**src/rtl/sdcard_defs_pkg.sv**
```systemverilog
`default_nettype none
// ============================================================================
//  Module      : sdcard_defs (package)
//  Description : Definitions shared by the SD-card reader and RAM writer:
//                memory-controller command constants, burst geometry and the
//                writer state encoding.
//  Revision    : 1.0 - initial release
// ============================================================================
package sdcard_defs;

    // Memory-controller command encoding and burst geometry
    localparam logic [2:0] MEM_CMD_WRITE   = 3'b000;
    localparam int         MEM_BURST_WORDS = 64;
    localparam int         MEM_BURST_BYTES = 256;
    localparam logic [5:0] MEM_BL          = 6'd63;

    // RAM writer states
    typedef enum logic [2:0] {
        ST_IDLE  = 3'd0,
        ST_FILL  = 3'd1,
        ST_CMD   = 3'd2,
        ST_FLUSH = 3'd3,
        ST_DONE  = 3'd4,
        ST_ERROR = 3'd5
    } state_t;

endpackage
`default_nettype wire

```
**src/rtl/sdcard_ram_writer_packer.sv**
```systemverilog
`default_nettype none
// ============================================================================
//  Module      : byte_word_packer
//  Description : Packs four consecutive bytes big-endian into a 32-bit word.
//                The byte position is supplied by the caller; when the byte in
//                position 3 is taken, the completed word is registered and
//                word_valid_o pulses for exactly one cycle.
//  Ports       : clk, rst_n       - clock, asynchronous active-low reset
//                byte_valid_i     - byte_i is taken this cycle
//                byte_i [7:0]     - incoming byte
//                byte_idx_i [1:0] - position of byte_i within the word
//                word_o [31:0]    - last completed word (held between pulses)
//                word_valid_o     - one-cycle pulse per completed word
//  Revision    : 1.0 - initial release
// ============================================================================
module byte_word_packer (
    input  logic        clk,
    input  logic        rst_n,
    input  logic        byte_valid_i,
    input  logic [7:0]  byte_i,
    input  logic [1:0]  byte_idx_i,
    output logic [31:0] word_o,
    output logic        word_valid_o
);

    // Holds the first three bytes of the word under construction, oldest in
    // the top byte, so the fourth byte completes {b0,b1,b2,b3} directly.
    logic [23:0] shift_q;
    logic [31:0] word_q;
    logic        valid_q;

    always_ff @(posedge clk or negedge rst_n) begin
        if (!rst_n) begin
            shift_q <= '0;
            word_q  <= '0;
            valid_q <= 1'b0;
        end else begin
            valid_q <= 1'b0;
            if (byte_valid_i) begin
                if (byte_idx_i == 2'd3) begin
                    word_q  <= {shift_q, byte_i};
                    valid_q <= 1'b1;
                end else begin
                    shift_q <= {shift_q[15:0], byte_i};
                end
            end
        end
    end

    assign word_o       = word_q;
    assign word_valid_o = valid_q;

endmodule
`default_nettype wire

```
**src/rtl/sdcard_ram_writer.sv**
```systemverilog
`default_nettype none
// ============================================================================
//  Module      : sdcard_ram_writer
//  Description : Accepts the card byte stream, packs it into 32-bit words and
//                writes 64-word bursts to the memory-controller write port,
//                issuing one write command per burst. Reports progress, done
//                and controller faults.
//  Ports       : clk, rst_n                 - clock, async active-low reset
//                start_i                    - begin a copy (IDLE only)
//                in_data_i/in_valid_i/in_ready_o - byte stream handshake
//                mem_cmd_*                  - controller command port
//                mem_wr_*                   - controller write-data port
//                done_o, error_o            - sticky status
//                progress_o [7:0]           - fraction complete, 0..255
//  Revision    : 1.0 - initial release
// ============================================================================
module sdcard_ram_writer
    import sdcard_defs::*;
#(
    parameter int          TOTAL_BYTES = 65536,
    parameter logic [29:0] BASE_ADDR   = 30'h0
) (
    input  logic        clk,
    input  logic        rst_n,
    input  logic        start_i,
    input  logic [7:0]  in_data_i,
    input  logic        in_valid_i,
    output logic        in_ready_o,
    output logic        mem_cmd_en_o,
    output logic [2:0]  mem_cmd_instr_o,
    output logic [5:0]  mem_cmd_bl_o,
    output logic [29:0] mem_cmd_byte_addr_o,
    input  logic        mem_cmd_empty_i,
    input  logic        mem_cmd_full_i,
    output logic        mem_wr_en_o,
    output logic [3:0]  mem_wr_mask_o,
    output logic [31:0] mem_wr_data_o,
    input  logic        mem_wr_full_i,
    input  logic        mem_wr_empty_i,
    input  logic [6:0]  mem_wr_count_i,
    input  logic        mem_wr_underrun_i,
    input  logic        mem_wr_error_i,
    output logic        done_o,
    output logic        error_o,
    output logic [7:0]  progress_o
);

    // Completed-byte counter must reach TOTAL_BYTES itself, hence one extra bit.
    localparam int CW    = $clog2(TOTAL_BYTES) + 1;
    localparam int SHIFT = $clog2(TOTAL_BYTES) - 8;

    state_t          state_q, state_d;
    logic [1:0]      byte_idx_q, byte_idx_d;
    logic [5:0]      word_cnt_q, word_cnt_d;
    logic [29:0]     burst_addr_q, burst_addr_d;
    logic [CW-1:0]   completed_q, completed_d;
    logic            cmd_en_q, cmd_en_d;
    logic [29:0]     cmd_addr_q, cmd_addr_d;
    logic [7:0]      progress_q, progress_d;
    logic            done_q, done_d;
    logic            error_q, error_d;

    logic            w_in_ready;
    logic            w_accept;
    logic            w_fault;
    logic            w_fault_state;
    logic [CW-1:0]   w_completed_next;
    logic [CW-1:0]   w_prog_shift;
    logic            w_last;
    logic [31:0]     w_word;
    logic            w_word_valid;
    logic            w_unused;

    assign w_in_ready       = (state_q == ST_FILL) && !mem_wr_full_i;
    assign w_accept         = w_in_ready && in_valid_i;
    assign w_fault          = mem_wr_underrun_i || mem_wr_error_i;
    assign w_fault_state    = (state_q == ST_FILL) || (state_q == ST_CMD) ||
                              (state_q == ST_FLUSH);
    assign w_completed_next = completed_q + CW'(MEM_BURST_BYTES);
    assign w_prog_shift     = w_completed_next >> SHIFT;
    assign w_last           = (w_completed_next == CW'(TOTAL_BYTES));

    // Occupancy is for debug visibility only; upper progress bits are the
    // saturated-away part of the fraction.
    assign w_unused = ^{mem_wr_count_i, w_prog_shift[CW-1:8]};

    byte_word_packer u_packer (
        .clk          (clk),
        .rst_n        (rst_n),
        .byte_valid_i (w_accept),
        .byte_i       (in_data_i),
        .byte_idx_i   (byte_idx_q),
        .word_o       (w_word),
        .word_valid_o (w_word_valid)
    );

    always_comb begin
        state_d      = state_q;
        byte_idx_d   = byte_idx_q;
        word_cnt_d   = word_cnt_q;
        burst_addr_d = burst_addr_q;
        completed_d  = completed_q;
        cmd_en_d     = 1'b0;
        cmd_addr_d   = cmd_addr_q;
        progress_d   = progress_q;
        done_d       = done_q;
        error_d      = error_q;

        case (state_q)
            ST_IDLE: begin
                if (start_i) begin
                    state_d      = ST_FILL;
                    burst_addr_d = BASE_ADDR;
                    byte_idx_d   = 2'd0;
                    word_cnt_d   = 6'd0;
                    completed_d  = '0;
                end
            end
            ST_FILL: begin
                if (w_accept) begin
                    byte_idx_d = byte_idx_q + 2'd1;
                    if (byte_idx_q == 2'd3) begin
                        word_cnt_d = word_cnt_q + 6'd1;
                        if (word_cnt_q == 6'(MEM_BURST_WORDS - 1)) begin
                            state_d = ST_CMD;
                        end
                    end
                end
            end
            ST_CMD: begin
                if (!mem_cmd_full_i) begin
                    cmd_en_d     = 1'b1;
                    cmd_addr_d   = burst_addr_q;
                    burst_addr_d = burst_addr_q + 30'(MEM_BURST_BYTES);
                    completed_d  = w_completed_next;
                    // The full-scale value does not fit 8 bits; report it
                    // as FF rather than letting it wrap to 0.
                    progress_d   = w_last ? 8'hFF : w_prog_shift[7:0];
                    word_cnt_d   = 6'd0;
                    state_d      = w_last ? ST_FLUSH : ST_FILL;
                end
            end
            ST_FLUSH: begin
                if (mem_wr_empty_i && mem_cmd_empty_i) begin
                    state_d    = ST_DONE;
                    done_d     = 1'b1;
                    progress_d = 8'hFF;
                end
            end
            ST_DONE, ST_ERROR: begin
                state_d = state_q;
            end
            default: begin
                state_d = ST_IDLE;
            end
        endcase

        // A controller fault overrides whatever transition was chosen above.
        if (w_fault && w_fault_state) begin
            state_d    = ST_ERROR;
            error_d    = 1'b1;
            cmd_en_d   = 1'b0;
            cmd_addr_d = cmd_addr_q;
            progress_d = progress_q;
            done_d     = done_q;
        end
    end

    always_ff @(posedge clk or negedge rst_n) begin
        if (!rst_n) begin
            state_q      <= ST_IDLE;
            byte_idx_q   <= 2'd0;
            word_cnt_q   <= 6'd0;
            burst_addr_q <= '0;
            completed_q  <= '0;
            cmd_en_q     <= 1'b0;
            cmd_addr_q   <= '0;
            progress_q   <= 8'd0;
            done_q       <= 1'b0;
            error_q      <= 1'b0;
        end else begin
            state_q      <= state_d;
            byte_idx_q   <= byte_idx_d;
            word_cnt_q   <= word_cnt_d;
            burst_addr_q <= burst_addr_d;
            completed_q  <= completed_d;
            cmd_en_q     <= cmd_en_d;
            cmd_addr_q   <= cmd_addr_d;
            progress_q   <= progress_d;
            done_q       <= done_d;
            error_q      <= error_d;
        end
    end

    assign in_ready_o          = w_in_ready;
    assign mem_cmd_en_o        = cmd_en_q;
    assign mem_cmd_instr_o     = MEM_CMD_WRITE;
    assign mem_cmd_bl_o        = MEM_BL;
    assign mem_cmd_byte_addr_o = cmd_addr_q;
    // A word completed in the same cycle a fault is seen must not reach RAM.
    assign mem_wr_en_o         = w_word_valid && (state_q != ST_ERROR);
    assign mem_wr_mask_o       = 4'b0000;
    assign mem_wr_data_o       = w_word;
    assign done_o              = done_q;
    assign error_o             = error_q;
    assign progress_o          = progress_q;

endmodule
`default_nettype wire

```
**config.mk**
```make
export PLATFORM = sky130hd
export DESIGN_NAME = sdcard_ram_writer
export DESIGN_NICKNAME = d
export VERILOG_FILES = /design/src/rtl/sdcard_defs_pkg.sv /design/src/rtl/sdcard_ram_writer_packer.sv /design/src/rtl/sdcard_ram_writer.sv
export SDC_FILE = /design/constraint.sdc
export NUM_CORES = 1
export LEC_CHECK = 0
export BUFFER_PORTS_ARGS = -buffer_cell sky130_fd_sc_hd__buf_2
export CAP_MARGIN = 0
export CORE_AREA = 2 2 109 111
export DETAILED_ROUTE_END_ITERATION = 16
export DIE_AREA = 0 0 111 113
export PLACE_DENSITY = 0.87
export SLEW_MARGIN = 20
export SYNTH_ARGS = -nofsm -noshare
export SYNTH_HDL_FRONTEND = slang
export SYNTH_HIERARCHICAL = 1
export SYNTH_SLANG_ARGS = --single-unit
```
**constraint.sdc**
```tcl
create_clock -name clk -period 6.6 [get_ports clk]
set_input_delay 0.66 -clock clk [delete_from_list [all_inputs] [get_ports clk]]
set_output_delay 0.66 -clock clk [all_outputs]
set_load 0.01 [all_outputs]
```
==> flow_summary_export.csv, run 1 <==
group,metric,value,unit
place,gp_congestion,0.854,
yosys,yosysMostFrequentCell,"dfrtp_1",
yosys,synth_top_area_cell,"dfrtp_1",
cells_and_area,layout-drive-gt1-share,0.352,
cts,htreeDepth,4,
cts,post_cts_buffers,0,
cts,clock_latency,0.41,ns
die,core_area,11300,um2
timing,hold_viol_final,0,
yosys,ys_seq_area_frac,0.542,
timing,setup_tns,0,ns
global_route,track_usage,0.209,
yosys,synthTopCellsByArea,"dfrtp_1 54%, mux2_2 14%, buf_4 2.8%",
cts,cts_sinks,132,
cts,post_cts_resized,0,
power,vdd_ir_drop_max,0.000168,V
routing,antenna_left,0,
cts,clk_path_buf_depth,2,
routing,vias_per_cell,5.87,
die,die_w,111,um
yosys,synth_ff_type,"dfrtp_1",
yosys,synth_cells,505,
worst_setup_path,end_kind,"register",
yosys,synth_commonest_cells,"132 x dfrtp_1, 75 x mux2_2, 27 x a21oi_1, 27 x nor2_1, 23 x buf_4",
timing,max_freq,0.337,GHz
cells_and_area,syn2layout_area_growth,17.1,%
place,portBuffers,84,
global_route,grt_pass1_wl,21100,um
timing,finalClockSkew,0.00688,ns
min_path,hp-class,"in -> async",
routing,dr.pass1.iters,5,
timing,timing.final.crit_share,0.450,
yosys,synth_seq_cells,132,
timing,min_period,2.97,ns
timing,max_slew_margin,0.324,
routing,num_vias,4323,
power,p_per_area,269,nW/um2
yosys,synth_top_area_share,0.542,
die,fp.dieArea,12500,um2
die,die_y,113,um
cts,clk_pin_slew,0.06,ns
routing,drt-total-wl,12500,um
routing,wl_per_cell,17.0,um
cells_and_area,n_antenna_cell,0,
place,pre_cts_ws,3.67,ns
worst_setup_path,cp_data_arrival_time,3.26,ns
flow_run,drv_cap,0,
yosys,netlist_area,6090,um2
die,start_util,0.541,
yosys,yosysWarnings,6,
global_route,antenna_found_initial,0,
worst_setup_path,setup.worst_path.class,"reg -> reg",
status,status,"complete, no violations",
worst_setup_path,crit_path_start_kind,"register",
yosys,async_reset_ff_frac,1.00,
timing,tightest_slew,1.01,ns
cells_and_area,nets,610,
global_route,grt_pass1_vias,4376,
routing,drc,0,
global_route,grt_overflow,0,
timing,fin_ws,3.63,ns
routing,initialDrtViolationCount,261,
yosys,synthDistinctLibCells,62,
timing,slew_violations,0,
die,rows,39,
worst_setup_path,critPathMaxFanout,24,
yosys,syn_avg_cell_area,12.1,um2
timing,rsz0062_at_grt,"false",
power,p_leak,3.58,nW
place,hpwlAfterDp,8310,um
timing,finalSetupViolations,0,
worst_setup_path,required,6.89,ns
cts,cts_hold_buf,0,
die,io_pins,113,
cts,cts_tree,"built",
yosys,synth_edf_count,0,
global_route,grt_max_degree,86,
cts,root_buffer,"clkbuf_16",
cts,numCtsBuffers,17,
## final cells by class
type | instances | area (um2)
clock buffers | 19 | 453
clock inverters | 13 | 205
fillers | 872 | 4130
inverters | 12 | 45.0
multi-input cells | 332 | 2510
flip-flops and latches | 132 | 3300
well taps | 143 | 179
repair buffers | 86 | 442
## registers in the layout, summed over array words and instances, names as in the netlist
signal                 count
u_packer/word_o           32
mem_cmd_byte_addr_o       22
completed_q                9
done_o                     1
error_o                    1
u_packer/shift_q          24
word_cnt_q                 6
byte_idx_q                 2
mem_cmd_en_o               1
burst_addr_q              22
progress_o                 8
u_packer/word_valid_o      1
state_q                    3
## per-stage QoR
step,hold WS (ns),util,area (um2),total power [mW],instances
after floorplan,0.364,-,6170,0.875,524
after global routing,0.297,0.633,7140,1.98,737
after CTS,0.268,0.632,7130,1.94,737
after detailed placement,0.456,0.574,6470,0.896,705
after global placement,0.455,0.574,6470,0.892,705
final,0.247,0.633,7140,1.92,737
## worst paths after layout
kind                            cells past startpoint  startpoint  slack (ns)                    to
worst max register to register                      4  state_q[0]        3.63  u_packer/shift_q[19]
min in group clk                                    2     error_o        0.46               error_o
worst max-delay path                                4  state_q[0]        3.63  u_packer/shift_q[19]
max in group asynchronous                           2       rst_n        5.17   u_packer/word_o[28]
worst min-delay path                                1       rst_n        0.25    u_packer/word_o[6]
worst min register to register                      2     error_o        0.46               error_o
## worst max-delay path, cell delays in order, from the launching register on
cell and delay [ns]:
dfrtp_1 0.78, or3b_1 0.53, nor2_1 0.37, a21boi_4 0.73
mux2_2 0.42
## power breakdown
group          switching, mW  internal, mW  total, mW
sequential            0.0106         0.817      0.827
clock                  0.350         0.689       1.04
combinational         0.0391        0.0166     0.0557
## logic make-up (layout without fill, tap and decap cells)
group                      count (synthesis)  count (layout)  synth area share
AOI/OAI and AO/OA                        101             101             0.114
xor gates and xnor gates                  10              10            0.0144
adders and majority gates                  4               4           0.00821
buffers and inverters                     60             130            0.0602
DFF                                      132             132             0.542
muxes                                     80              80             0.149
other                                      2              21           0.00123
and+or+nand+nor                          116             116             0.112
## cells in the final DEF (no fill, tap or decap), types with 6 or more instances in the layout
master and count:
buf_2 83, nand4_1 6, and3_1 7, o31ai_1 19, mux2_2 75, o21ai_0 19
clkbuf_16 17, nand2_1 19, nor2_1 27, or4_1 16, dfrtp_1 132, nand3_1 12
inv_1 12, a21oi_1 27, conb_1 21, xor2_1 6
## metal layers
| metal | part of all wire | GRT usage |
|---|---|---|
| met3 | 0.077 | 0.0723 |
| met1 | 0.41 | 0.257 |
| met2 | 0.50 | 0.344 |
| met5 | 0 | 0 |
| met4 | 0.018 | 0.0808 |
(Power assumes the default switching activity.)
==> inputs of run 2 (changes only) <==
--- a/config.mk
+++ b/config.mk
@@ -7,10 +7,10 @@
 export LEC_CHECK = 0
 export BUFFER_PORTS_ARGS = -buffer_cell sky130_fd_sc_hd__buf_2
 export CAP_MARGIN = 0
-export CORE_AREA = 2 2 109 111
+export CORE_AREA = 2 2 114 116
 export DETAILED_ROUTE_END_ITERATION = 16
-export DIE_AREA = 0 0 111 113
-export PLACE_DENSITY = 0.87
+export DIE_AREA = 0 0 116 118
+export PLACE_DENSITY = 0.84
 export SLEW_MARGIN = 20
 export SYNTH_ARGS = -nofsm -noshare
 export SYNTH_HDL_FRONTEND = slang
==> constraint.sdc (replaced) <==
create_clock -name clk -period 2.6 [get_ports clk]
set_input_delay 0.26 -clock clk [delete_from_list [all_inputs] [get_ports clk]]
set_output_delay 0.26 -clock clk [all_outputs]
set_load 0.01 [all_outputs]
==> run 2 against run 1 <==
  * Via count is 0.79% higher
  * Sequential share of layout area down 0.35 points
  * First-iteration DRC count grew 3.1%
  * Count of clock-buffer cells in the layout shrank 1
  * Flip-flop and latch count unchanged
  * Critical endpoint is now u_packer/shift_q[20]
==> flow_summary_export.csv, run 2 (synthesized netlist as in run 1, its figures left out) <==
group,metric,value,unit
status,status,"complete, no violations",
place,pre_cts_ws,0.329,ns
routing,dr.pass1.iters,4,
timing,slew_violations,0,
power,finalPower,4.58,mW
place,gp_congestion,0.876,
timing,timing.final.crit_share,0.899,
cells_and_area,final_common_cell,"dfrtp_1",
worst_setup_path,setup.worst_path.class,"reg -> reg",
timing,setup_tns,0,ns
routing,num_vias,4357,
timing,hold_viol_final,0,
min_path,hp-class,"in -> reg",
routing,vias_per_cell,5.60,
cts,post_cts_buffers,0,
global_route,grt_pass1_wl,21900,um
cells_and_area,final_cells,778,
timing,rsz0062_at_grt,"false",
die,rows,41,
routing,wl_per_cell,16.8,um
die,start_util,0.491,
global_route,grt_max_degree,64,
timing,tightest_slew,0.815,ns
worst_setup_path,crit_buf_inv,1,
cells_and_area,syn2layout_area_growth,18.0,%
cts,numCtsBuffers,17,
place,hpwlAfterDp,8900,um
cells_and_area,n_antenna_cell,0,
global_route,track_usage,0.203,
cts,clk_pin_slew,0.06,ns
cts,htreeDepth,4,
timing,min_period,2.34,ns
worst_setup_path,crit_path_start_kind,"register",
die,fp.dieArea,13700,um2
timing,max_slew_margin,0.456,
cells_and_area,fin_area,7190,um2
worst_setup_path,required,2.90,ns
routing,initialDrtViolationCount,269,
flow_run,drv_cap,0,
cts,cts_tree,"built",
global_route,antenna_found_initial,0,
die,die_w,116,um
place,dpl_cell_area,6600,um2
timing,finalClockSkew,0.00868,ns
place,portBuffers,84,
worst_setup_path,cp_data_arrival_time,2.64,ns
global_route,grt_pass1_vias,4397,
timing,holdWs,0.0872,ns
worst_setup_path,crit_chain,"or3b_1, nor2_1, a21boi_4, buf_4, mux2_2",
timing,max_freq,0.428,GHz
cts,root_buffer,"clkbuf_16",
timing,finalSetupViolations,0,
place,placed_cells,745,
timing,fin_ws,0.262,ns
cts,cts_sinks,132,
routing,antenna_left,0,
worst_setup_path,critPathTopFamily,"simple AND/OR/NAND/NOR gates",
worst_setup_path,slowest_delay,0.52,ns
worst_setup_path,slowest_stage,"or3b_1",
cells_and_area,nets,622,
die,io_pins,113,
cts,clock_latency,0.42,ns
routing,drt-total-wl,13100,um
die,die_y,118,um
power,vdd_ir_drop_max,0.000527,V
cells_and_area,largest_register_ffs,32,
worst_setup_path,end_kind,"register",
worst_setup_path,critPathMaxFanout,24,
cells_and_area,layout-drive-gt1-share,0.361,
power,p_per_area,637,nW/um2
cells_and_area,fill_cells,1021,
power,p_leak,3.61,nW
global_route,grt_overflow,0,
routing,drc,0,
cells_and_area,most-common-layout-cells,"132 x dfrtp_1, 83 x buf_2, 75 x mux2_2",
die,core_area,12400,um2
cells_and_area,fin_util,0.579,
cts,clk_path_buf_depth,2,
run 2: changes by cell type in the layout (fill, tap and decap cells not counted), moves of 2 or more:
cell and change:
inv_8 +2, bufinv_16 -4, buf_4 +11, inv_6 +6, clkinv_2 -2
run 2: metal layers:
metal	vias up	GRT usage	wire (um)
li1	1995	-	-
met4	0	0.0722	227
met3	28	0.0767	988
met2	170	0.312	6320
met1	2164	0.263	5540
met5	-	0	0
run 2: where the power goes:
group / total [mW] / switching, mW / internal (mW)
combinational: 0.163 / 0.112 / 0.0514
sequential: 2.09 / 0.0151 / 2.07
clock: 2.33 / 0.964 / 1.37
total: 4.58 / 1.09 / 3.49
run 2: final timing paths:
kind,from,end,slack (ns),cells after the start
worst max-delay path,state_q[2],u_packer/shift_q[20],0.26,5
worst min-delay path,in_data_i[2],u_packer/word_o[2],0.09,2
worst max register to register,state_q[2],u_packer/shift_q[20],0.26,5
worst min register to register,error_o,error_o,0.49,2
max in group asynchronous,rst_n,u_packer/shift_q[9],1.33,3
min in group asynchronous,rst_n,burst_addr_q[27],0.47,2
run 2: final cells by class:
type / instances / area, um2 / area share
clock buffers: 18 / 439 / 0.0611
clock inverters: 14 / 141 / 0.0197
inverters: 12 / 45.0 / 0.00626
multi-input cells: 332 / 2510 / 0.348
flip-flops and latches: 132 / 3300 / 0.459
well taps: 172 / 215 / 0.0299
repair buffers: 98 / 543 / 0.0755
run 2: repair_timing:
item	CTS	global route
gates resized for setup	0	0
hold buffers	1	0
hold endpoints to repair	60	0
==> inputs of run 3 (changes only) <==
--- a/config.mk
+++ b/config.mk
@@ -7,12 +7,11 @@
 export LEC_CHECK = 0
 export BUFFER_PORTS_ARGS = -buffer_cell sky130_fd_sc_hd__buf_2
 export CAP_MARGIN = 0
-export CORE_AREA = 2 2 114 116
+export CORE_AREA = 2 2 112 114
 export DETAILED_ROUTE_END_ITERATION = 16
-export DIE_AREA = 0 0 116 118
-export PLACE_DENSITY = 0.84
+export DIE_AREA = 0 0 114 116
+export PLACE_DENSITY = 0.76
 export SLEW_MARGIN = 20
 export SYNTH_ARGS = -nofsm -noshare
 export SYNTH_HDL_FRONTEND = slang
-export SYNTH_HIERARCHICAL = 1
 export SYNTH_SLANG_ARGS = --single-unit
==> run 3 against run 2 <==
  * Combinational power increased to 3.0 times the previous value
  * Area after synthesis down 3.2%
  * Critical path type unchanged
  * Count of clock-buffer cells in the layout is 2 higher
  * Largest cell class unchanged
  * Fmax rose by 0.78%
==> flow_summary_export.csv, run 3 <==
group,metric,value,unit
routing,wl_per_cell,15.4,um
cells_and_area,most-common-layout-cells,"132 x dfrtp_1, 83 x buf_2, 52 x mux2_1",
yosys,yosysWarnings,0,
routing,vias_per_cell,5.31,
timing,slew_violations,0,
timing,max_slew_margin,0.491,
min_path,holdPathEnd,"u_packer.word_o[4]",
cts,htreeDepth,4,
place,placed_cells,699,
yosys,synth_edf_count,0,
cts,post_cts_buffers,0,
cells_and_area,nets,601,
yosys,synth_ff_type,"dfrtp_1",
die,io_pins,113,
yosys,synth_top_area_share,0.560,
place,gp_congestion,0.879,
timing,finalClockSkew,0.0160,ns
timing,finalSetupViolations,0,
die,start_util,0.495,
place,pre_cts_ws,0.270,ns
worst_setup_path,r2r_slack,0.28,ns
worst_setup_path,critPathMaxFanout,12,
cts,cts_sinks,132,
timing,setup_tns,0,ns
place,portBuffers,84,
yosys,async_reset_ff_frac,1.00,
cts,numCtsBuffers,17,
place,dpl_cell_area,6320,um2
global_route,grt_pass1_wl,19200,um
routing,drt-total-wl,11200,um
worst_setup_path,crit_chain,"nor2b_1, and2_1, nand2b_1, nor2b_1, a21oi_1",
yosys,synth_seq_cells,132,
status,status,"complete, no violations",
global_route,grt_max_degree,53,
yosys,synthTopCellsByArea,"dfrtp_1 56%, mux2_1 9.9%, mux2_2 4.6%",
cells_and_area,largest_register_ffs,32,
yosys,yosysMostFrequentCell,"dfrtp_1",
worst_setup_path,regToRegStartpoint,"state_q[1]",
timing,tightest_slew,0.763,ns
min_path,whs_path_depth,2,
worst_setup_path,end_kind,"register",
cells_and_area,fill_cells,958,
yosys,synth_top_area_cell,"dfrtp_1",
routing,num_vias,3878,
power,p_per_area,772,nW/um2
timing,min_period,2.32,ns
routing,dr.pass1.iters,4,
global_route,track_usage,0.188,
yosys,ys_seq_area_frac,0.560,
die,die_w,114,um
die,fp.dieArea,13200,um2
cells_and_area,n_antenna_cell,0,
cells_and_area,fin_area,6950,um2
timing,rsz0062_at_grt,"false",
power,p_leak,3.60,nW
cts,clk_path_buf_depth,2,
worst_setup_path,cp_data_arrival_time,2.60,ns
cts,clock_latency,0.42,ns
timing,fin_ws,0.280,ns
yosys,synth_cells,488,
yosys,synth_commonest_cells,"132 x dfrtp_1, 52 x mux2_1, 37 x nor2_1",
global_route,grt_overflow,0,
global_route,antenna_found_initial,0,
timing,timing.final.crit_share,0.892,
flow_run,drv_cap,0,
worst_setup_path,rr_worst_depth,5,
cts,clk_pin_slew,0.06,ns
cells_and_area,fin_util,0.583,
power,vdd_ir_drop_max,0.000540,V
timing,holdWs,0.0700,ns
worst_setup_path,r2r_end,"progress_o[0]",
yosys,syn_avg_cell_area,12.1,um2
worst_setup_path,required,2.88,ns
cells_and_area,final_common_cell,"dfrtp_1",
die,core_area,11900,um2
routing,initialDrtViolationCount,186,
routing,drc,0,
worst_setup_path,slowest_delay,0.57,ns
power,finalPower,5.36,mW
routing,antenna_left,0,
min_path,hp-class,"in -> reg",
global_route,grt_pass1_vias,3955,
cells_and_area,layout-drive-gt1-share,0.262,
timing,hold_viol_final,0,
worst_setup_path,crit_path_start_kind,"register",
die,rows,40,
worst_setup_path,cp_common_cell,"nor2b_1",
yosys,netlist_area,5900,um2
yosys,synthDistinctLibCells,57,
cells_and_area,syn2layout_area_growth,17.7,%
min_path,hold_start,"in_data_i[4]",
die,die_y,116,um
place,hpwlAfterDp,7540,um
cts,root_buffer,"clkbuf_16",
cells_and_area,final_cells,731,
cts,cts_tree,"built",
worst_setup_path,setup.worst_path.class,"reg -> reg",
worst_setup_path,slowest_stage,"nor2b_1",
timing,max_freq,0.431,GHz
[run 3: cell types whose count changed after synthesis, moves of 6 or more]
cell | previous run | this run
o31ai_1 | 20 | 3
buf_2 | 13 | 7
xnor2_1 | 4 | 14
nand2_1 | 19 | 29
mux2_1 | 1 | 52
or4_1 | 16 | 0
nor2_1 | 27 | 37
inv_1 | 12 | 6
a21oi_1 | 27 | 20
mux2_2 | 75 | 24
[run 3: repair_timing]
action                    4_1_cts  5_1_grt
resized for setup               0        0
hold endpoints to repair       47        0
hold buffers                    1        0
[run 3: final cells by class]
cell class | count | area [um2] | share of cell area
clock buffer | 20 | 467 | 0.0672
clock inverter | 11 | 153 | 0.0220
inverter | 6 | 22.5 | 0.00324
multi-input combinational | 324 | 2310 | 0.333
sequential | 132 | 3300 | 0.476
tap | 147 | 184 | 0.0265
timing repair buffer | 91 | 503 | 0.0724
[run 3: where the power goes]
part	leakage [nW]	internal [mW]	switching, mW	total [mW]
logic	1.49	0.223	0.265	0.487
registers	1.82	2.25	0.166	2.41
clock network	0.294	1.58	0.882	2.46
total	3.60	4.05	1.31	5.36
[run 3: cells by family after synthesis]
kind of cell | count (synthesis) | share of synthesized area
other cells | 2 | 0.00127
xor+xnor | 25 | 0.0371
compound gates | 64 | 0.0691
mux | 78 | 0.148
fa+ha+maj | 4 | 0.00848
buf+inv | 51 | 0.0600
simple gates | 132 | 0.116
flops | 132 | 0.560
[run 3: layer usage]
metal  GRT usage  share of wire  vias up
li1            -              -     1833
met1       0.233           0.44     1911
met2       0.302           0.48      122
met3      0.0675          0.064       12
met4      0.0724          0.012        0
met5           0              0        -
[run 3: worst max-delay path by stage]
stage	from	end	slack [ns]
after global placement	state_q[1]	progress_o[5]	0.34
after detailed placement	state_q[1]	progress_o[0]	0.27
after floorplan	state_q[1]	state_q[1]	0.87
after global routing	state_q[1]	progress_o[7]	0.03
after CTS	state_q[1]	progress_o[0]	0.25
final	state_q[1]	progress_o[0]	0.28
[run 3: worst max-delay path, delay by kind of cell, from the launching register on]
kind	cells	cell delay (ns)
AOI/OAI and AO/OA	1	0.15
DFF	1	0.52
and+or+nand+nor	4	1.51
